[config.mk]
export PLATFORM = sky130hd
export DESIGN_NAME = prog_load_run_ctrl
export DESIGN_NICKNAME = d
export VERILOG_FILES = /design/src/rtl/prog_load_run_ctrl.sv
export SDC_FILE = /design/constraint.sdc
export NUM_CORES = 1
export LEC_CHECK = 0
export CAP_MARGIN = 20
export CORE_MARGIN = 2
export CORE_UTILIZATION = 54
export CTS_CLUSTER_DIAMETER = 80
export DETAILED_ROUTE_END_ITERATION = 6
export PLACE_DENSITY = 0.86
export SETUP_SLACK_MARGIN = 0.2
export SYNTH_ARGS = -nofsm -noshare
export SYNTH_HDL_FRONTEND = slang
export SYNTH_SLANG_ARGS = --single-unit
[constraint.sdc]
create_clock -name clk -period 4.8 [get_ports clk]
set_input_delay 0.72 -clock clk [delete_from_list [all_inputs] [get_ports clk]]
set_output_delay 0.72 -clock clk [all_outputs]
set_load 0.1 [all_outputs]
[src/rtl/prog_load_run_ctrl.sv]
// Load/clear/run sequencer: streams IM then DM into the datapath, runs until halt.
// Optional RUN_TIMEOUT_EN adds a run-cycle watchdog and a sticky timeout output.
module prog_load_run_ctrl #(
    parameter int IM_DEPTH   = 256,
    parameter int DM_DEPTH   = 256,
    parameter int CLR_CYCLES = 2
`ifdef RUN_TIMEOUT_EN
    ,
    parameter logic [15:0] MAX_RUN_CYCLES = 16'hFFFF
`endif
) (
    input  logic        clk,
    input  logic        clr_n,
    input  logic        start,
    input  logic        s_valid,
    input  logic [15:0] s_data,
    input  logic        s_last,
    output logic        s_ready,
    input  logic        hlt_req,
    output logic        test_normal,
    output logic        ext_instr_we,
    output logic [15:0] ext_instr_addr,
    output logic [15:0] ext_instr_data,
    output logic        ext_data_write_en,
    output logic [15:0] ext_data_addr,
    output logic [15:0] ext_data_data,
    output logic        core_clr,
    output logic        clk_en,
    output logic        busy,
    output logic        done,
    output logic        load_err,
    output logic [15:0] run_cycles
`ifdef RUN_TIMEOUT_EN
    ,
    output logic        timeout
`endif
);

    typedef enum logic [2:0] {
        S_IDLE, S_LOAD_IM, S_LOAD_DM, S_CLEAR, S_RUN, S_HALTED
    } state_t;

    localparam logic [16:0] IM_D  = 17'(IM_DEPTH);
    localparam logic [16:0] DM_D  = 17'(DM_DEPTH);
    localparam logic [16:0] CLR_L = 17'(CLR_CYCLES - 1);

    state_t      state, nxt;
    logic [16:0] cnt;
    logic        hs, wr_im, wr_dm, ovf, cnt_inc, cnt_clr, clr_all;
`ifdef RUN_TIMEOUT_EN
    logic        tmo_set;
`endif

    assign hs = s_valid & s_ready;

    always_comb begin
        nxt     = state;
        wr_im   = 1'b0;
        wr_dm   = 1'b0;
        ovf     = 1'b0;
        cnt_inc = 1'b0;
        cnt_clr = 1'b0;
        clr_all = 1'b0;
`ifdef RUN_TIMEOUT_EN
        tmo_set = 1'b0;
`endif
        unique case (state)
            S_IDLE, S_HALTED: begin
                if (start) begin
                    nxt     = S_LOAD_IM;
                    clr_all = 1'b1;
                end
            end
            S_LOAD_IM: begin
                if (hs) begin
                    wr_im   = (cnt < IM_D);
                    ovf     = !wr_im;
                    cnt_inc = wr_im;
                    if (s_last) begin
                        nxt     = S_LOAD_DM;
                        cnt_clr = 1'b1;
                    end
                end
            end
            S_LOAD_DM: begin
                if (hs) begin
                    wr_dm   = (cnt < DM_D);
                    ovf     = !wr_dm;
                    cnt_inc = wr_dm;
                    if (s_last) begin
                        nxt     = S_CLEAR;
                        cnt_clr = 1'b1;
                    end
                end
            end
            S_CLEAR: begin
                cnt_inc = 1'b1;
                if (cnt == CLR_L) begin
                    nxt     = S_RUN;
                    cnt_clr = 1'b1;
                end
            end
            S_RUN: begin
                if (hlt_req) nxt = S_HALTED;
`ifdef RUN_TIMEOUT_EN
                else if (run_cycles == MAX_RUN_CYCLES - 16'd1) begin
                    nxt     = S_HALTED;
                    tmo_set = 1'b1;
                end
`endif
            end
            default: nxt = S_IDLE;
        endcase
    end

    always_ff @(posedge clk or negedge clr_n) begin
        if (!clr_n) begin
            state <= S_IDLE;
            cnt   <= '0;
        end else begin
            state <= nxt;
            if (clr_all || cnt_clr) cnt <= '0;
            else if (cnt_inc)       cnt <= cnt + 17'd1;
        end
    end

    // Every output is registered from the next state so it aligns with it.
    always_ff @(posedge clk or negedge clr_n) begin
        if (!clr_n) begin
            s_ready           <= 1'b0;
            test_normal       <= 1'b1;
            core_clr          <= 1'b1;
            clk_en            <= 1'b0;
            busy              <= 1'b0;
            done              <= 1'b0;
            load_err          <= 1'b0;
            run_cycles        <= '0;
            ext_instr_we      <= 1'b0;
            ext_instr_addr    <= '0;
            ext_instr_data    <= '0;
            ext_data_write_en <= 1'b0;
            ext_data_addr     <= '0;
            ext_data_data     <= '0;
`ifdef RUN_TIMEOUT_EN
            timeout           <= 1'b0;
`endif
        end else begin
            s_ready     <= (nxt == S_LOAD_IM) || (nxt == S_LOAD_DM);
            test_normal <= !((nxt == S_CLEAR) || (nxt == S_RUN));
            core_clr    <= !((nxt == S_RUN) || (nxt == S_HALTED));
            clk_en      <= (nxt == S_LOAD_IM) || (nxt == S_LOAD_DM) ||
                           (nxt == S_CLEAR) || (nxt == S_RUN);
            busy        <= !((nxt == S_IDLE) || (nxt == S_HALTED));

            ext_instr_we      <= wr_im;
            ext_data_write_en <= wr_dm;
            if (wr_im) begin
                ext_instr_addr <= cnt[15:0];
                ext_instr_data <= s_data;
            end
            if (wr_dm) begin
                ext_data_addr <= cnt[15:0];
                ext_data_data <= s_data;
            end

            if (clr_all)              done <= 1'b0;
            else if (nxt == S_HALTED) done <= 1'b1;

            if (clr_all)  load_err <= 1'b0;
            else if (ovf) load_err <= 1'b1;

            if (clr_all) run_cycles <= '0;
            else if (state == S_RUN && run_cycles != 16'hFFFF)
                run_cycles <= run_cycles + 16'd1;
`ifdef RUN_TIMEOUT_EN
            if (clr_all)      timeout <= 1'b0;
            else if (tmo_set) timeout <= 1'b1;
`endif
        end
    end

endmodule

==> results.toml, run 1 <==
[outcome]
status = "completed"

[critical_path]
cp_top_family = "buffers and inverters"
worstSetupEndpointType = "primary output"
crit_path_start_kind = "register"
crit_fanout = 1
max_stage_delay_ns = 1.13
r2r-end = "cnt[11]"
cp.depth = 1
arrival_ns = 2.01
r2r_slack_ns = 2.32
required_ns = 4.08
crit_end = "test_normal"
cp-startpoint = "test_normal"
critPathBufInv = 1
r2r-start = "cnt[11]"
cpMaxStageDelayCell = "clkdlybuf4s50_1"
rr_worst_depth = 5
path_cells = "clkdlybuf4s50_1"
crit_type = "reg2out"

[placed_design]
dp_hpwl_mm = 7.22
port-buffer-count = 110
dpl_cell_area_sq_mm = 0.00586
finalWeightedCongestion = 0.802
place_worst_setup_slack_ns = 1.73
dp_cells = 601

[logic_synthesis]
yosys_warnings = 0
yosysSeqAreaShare = 0.582
synth.avg_cell_area_sq_um = 11.8
ys.flop_type = "dfrtp_1"
synth_top_area_frac = 0.571
synth-edff-count = 0
postSynthCellCount = 399
ys_seq_elements = 109
synth_largest_area_cell = "dfrtp_1"
synthArstFlopShare = 1.00
synth_area_leaders = "dfrtp_1, mux2_2, nor2_1"
synth_cell_type_count = 49
synth_fp_nets = 424
synth_area_sq_mm = 0.00469

[clocking]
clock-root-buffer = "clkbuf_8"
cts_tree = "done"
path_clk_slew_ns = 0.10
clkLatencyLatePin_ns = 0.36
cts_buffers = 9
hold_buffers = 0
cts_buffer_depth = 2
clock_sinks = 109
cts_post_setup_buffers_inserted = 0
cts_resized = 0
htreeDepth = 3

[detailed_routing]
drt-vias-per-instance = 5.73
route.met2.wl_mm = 5.25
wirelength_mm = 10.6
wl_per_cell_microns = 17.1
first_pass_iters = 4
dr_wl_met3_microns = 764
highest_layer = "met4"
vias = 3538
ant_nets = 0
wl_met1_mm = 4.43
drc_errors = 0
drt-initial-drc-count = 215

[min_path]
hp-class = "in2async"

[floorplan]
dieHeight_microns = 97.2
core-area_sq_mm = 0.00855
chipWidth_microns = 97.2
num_rows = 34
design.portCount = 111
start_util = 0.549
die_area_sq_mm = 0.00945

[sta]
layout_min_cycle_time_ns = 2.73
tns_ns = 0
fin_crit_sh = 0.570
max_freq_mhz = 366
rsz0062_at_grt = "no"
tightest_slew_ns = 1.02
finalSetupViolations = 0
max_slew_margin = 0.317
setup_slack_ns = 2.07
hold_viol_final = 0
drv_slew = 0
fin_skew_ns = 0.0126

[layout]
n_fill_cell = 629
drive_gt1_frac = 0.151
syn2layout_area_growth_pct = 29.7
layout_commonest_cell = "clkdlybuf4s50_1"
fin_nets = 529
design_area_sq_mm = 0.00609
instances_no_fill = 617
final_cell_mix = "clkdlybuf4s50_1, dfrtp_1, mux2_2, nor2_1, nand2_1"
n_antenna_cell = 0

[global_routing]
grt_max_degree = 57
grt_pass1_vias = 3524
grt.overflow.total = 0
grt.total_usage = 0.227
grt_pass1_wl_mm = 17.4
antenna_found_initial = 0

[run]
maxCapViolations = 0
==> final cells by class <==
cell class	count	area [sq um]	share of cell area
Clock buffer	11	141	0.0232
Clock inverter	5	83.8	0.0138
Inverter	9	33.8	0.00555
Multi-Input combinational cell	262	1840	0.303
Sequential cell	109	2730	0.449
Tap cell	108	135	0.0222
Timing Repair Buffer	113	1120	0.184
==> cell families after synthesis <==
kind of cell / count (synthesis) / synth area share
adder cells (fa/ha/maj): 3 / 0.00800
buffers and inverters: 28 / 0.0275
flip-flops: 109 / 0.582
AO/OA/AOI/OAI: 51 / 0.0701
multiplexers: 52 / 0.124
XOR/XNOR: 13 / 0.0243
AND/OR/NAND/NOR: 143 / 0.165
==> flip-flops by register name, summed over array words and instances, names as in the netlist <==
register,flops
s_ready,1
ext_data_data,16
run_cycles,16
done,1
ext_instr_data,16
ext_instr_we,1
busy,1
state,3
core_clr,1
cnt,17
clk_en,1
ext_data_write_en,1
ext_data_addr,16
test_normal,1
load_err,1
ext_instr_addr,16
==> synthesized netlist by cell type, drive strengths merged, types with 2 or more instances <==
| master | n |
|---|---|
| o31ai | 9 |
| and3 | 2 |
| a21oi | 17 |
| buf | 12 |
| or3b | 3 |
| ha | 3 |
| o211ai | 3 |
| mux2 | 48 |
| nand2 | 25 |
| nand3 | 16 |
| or3 | 6 |
| xnor2 | 3 |
| inv | 9 |
| nor3 | 8 |
| clkbuf | 7 |
| xor2 | 10 |
| or4 | 12 |
| mux2i | 4 |
| o31a | 2 |
| and2 | 2 |
| o21ai | 11 |
| nand4 | 10 |
| nor2b | 18 |
| dfstp | 2 |
| nor3b | 2 |
| dfrtp | 107 |
| nor2 | 33 |
==> stage by stage <==
stage,hold slack [ns],util
2_1_floorplan,0.424,-
3_3_place_gp,0.483,0.686
3_5_place_dp,0.492,0.686
4_1_cts,0.406,0.712
5_1_grt,0.445,0.712
6_report,0.386,0.712
==> layer usage <==
metal,GRT usage,vias up
met3,0.0554,11
met2,0.388,128
li1,-,1635
met5,0,-
met4,0.0662,0
met1,0.290,1764
==> how the worst min path moves through the flow <==
stage | slack, ns | from | cells past startpoint | to
CTS | 0.41 | clr_n | 1 | clk_en
detailed placement | 0.49 | ext_data_addr[13] | 1 | ext_data_addr[13]
global placement | 0.48 | ext_data_addr[9] | 1 | ext_data_addr[9]
floorplan | 0.42 | clr_n | 0 | busy
finish | 0.39 | clr_n | 1 | clk_en
global route | 0.45 | clr_n | 1 | busy
Power of run 1 is not shown: default switching activity piles up to over one toggle a cycle in this logic, so the estimate is an artifact.
==> run 2: changes to the inputs <==
--- a/config.mk
+++ b/config.mk
@@ -7,10 +7,10 @@
 export LEC_CHECK = 0
 export CAP_MARGIN = 20
 export CORE_MARGIN = 2
-export CORE_UTILIZATION = 54
+export CORE_UTILIZATION = 45
 export CTS_CLUSTER_DIAMETER = 80
 export DETAILED_ROUTE_END_ITERATION = 6
-export PLACE_DENSITY = 0.86
+export PLACE_DENSITY = 0.76
 export SETUP_SLACK_MARGIN = 0.2
 export SYNTH_ARGS = -nofsm -noshare
 export SYNTH_HDL_FRONTEND = slang
==> constraint.sdc (replaced) <==
create_clock -name clk -period 2.4 [get_ports clk]
set_input_delay 0.36 -clock clk [delete_from_list [all_inputs] [get_ports clk]]
set_output_delay 0.36 -clock clk [all_outputs]
set_load 0.1 [all_outputs]
==> results.toml, run 2 (synthesis results as in run 1) <==
[outcome]
status = "completed"

[sta]
rsz0062_at_grt = "no"
tns_ns = 0
drv_slew = 0
fin_skew_ns = 0.0138
layout_min_cycle_time_ns = 2.04
tightest_slew_ns = 0.615
hold_viol_final = 0
finalSetupViolations = 0
fin_crit_sh = 0.850
setup_slack_ns = 0.361
max_slew_margin = 0.588
max_freq_mhz = 490

[critical_path]
required_ns = 2.69
crit_fanout = 33
crit_path_start_kind = "register"
crit_type = "reg2reg"
arrival_ns = 2.33
worstSetupEndpointType = "register"

[detailed_routing]
ant_nets = 0
wirelength_mm = 10.4
wl_per_cell_microns = 15.9
drt-initial-drc-count = 200
first_pass_iters = 4
vias = 3527
drc_errors = 0
drt-vias-per-instance = 5.37

[floorplan]
chipWidth_microns = 106
dieHeight_microns = 106
design.portCount = 111
core-area_sq_mm = 0.0102
num_rows = 37
start_util = 0.459
die_area_sq_mm = 0.0113

[placed_design]
port-buffer-count = 110
dp_hpwl_mm = 7.51
dp_cells = 641
finalWeightedCongestion = 0.821
place_worst_setup_slack_ns = 0.0563

[run]
maxCapViolations = 0

[layout]
n_fill_cell = 822
fin_nets = 542
largest_reg_flops = 17
fin_util = 0.594
drive_gt1_frac = 0.372
instances_no_fill = 657
final_cell_mix = "buf_4, dfrtp_1, mux2_2, nor2_1, nand2_1"
n_antenna_cell = 0
top_register = "cnt"
seq_area_sq_mm = 0.00276
layout_commonest_cell = "buf_4"
syn2layout_area_growth_pct = 29.6
multiInputGateArea_sq_mm = 0.00186

[clocking]
cts_buffer_depth = 2
htreeDepth = 3
cts_buffers = 9
cts_post_setup_buffers_inserted = 0
cts_tree = "done"
path_clk_slew_ns = 0.10
clkLatencyLatePin_ns = 0.37
clock_sinks = 109
clock-root-buffer = "clkbuf_8"

[global_routing]
grt_max_degree = 57
grt_pass1_vias = 3488
grt_pass1_wl_mm = 17.4
grt.total_usage = 0.194
grt.overflow.total = 0
antenna_found_initial = 0

[min_path]
hp-class = "in2async"
run 2: cell types whose count changed in the layout (fill, tap and decap cells not counted), sizes merged:
cell,change
buf,+101
clkbuf,-2
clkdlybuf4s50,-89
dlygate4sd3,+1
clkinv,+1
clkinvlp,-2
inv,+2
run 2: routing by layer:
metal,routed length [microns],track usage
met2,5240,0.319
met3,618,0.0454
met4,176,0.0780
met1,4400,0.249
met5,0,0
run 2: layout make-up:
class	instances	area share
well taps	136	0.0280
flip-flops and latches	109	0.454
clock inverters	6	0.0154
clock buffers	9	0.0204
repair buffers	126	0.170
multi-input cells	262	0.306
inverters	9	0.00556
run 2: through the flow:
step           area, sq um  hold WS (ns)
4_1_cts               6060         0.505
2_1_floorplan         4720        0.0644
3_3_place_gp          5830         0.365
6_report              6080         0.496
5_1_grt               6080         0.530
3_5_place_dp          5830         0.371
run 2: worst max-delay path: stages, from the launching register on:
cell     delay [ns]
dfrtp_1        0.47
nor4_4         0.29
nand4_1        0.14
o21a_1         0.22
buf_12         0.16
or4_1          0.51
a21oi_1        0.15
run 2: final timing paths:
kind                            cells past startpoint              from               end  slack, ns
worst max-delay path                                6           cnt[10]           cnt[11]       0.36
worst min-delay path                                2             clr_n          load_err       0.50
worst max register to register                      6           cnt[10]           cnt[11]       0.36
worst min register to register                      1  ext_data_addr[9]  ext_data_addr[9]       0.51
max in group asynchronous                           3             clr_n     run_cycles[6]       1.22
min in group clk                                    1  ext_data_addr[9]  ext_data_addr[9]       0.51
run 2: repair_timing:
| item | CTS | global route |
|---|---|---|
| hold buffers | 1 | 0 |
| hold endpoints to repair | 36 | 0 |
| resized for setup | 0 | 3 |
| endpoints found under the setup margin | 0 | 8 |
Power of run 2 is left out for the same reason.
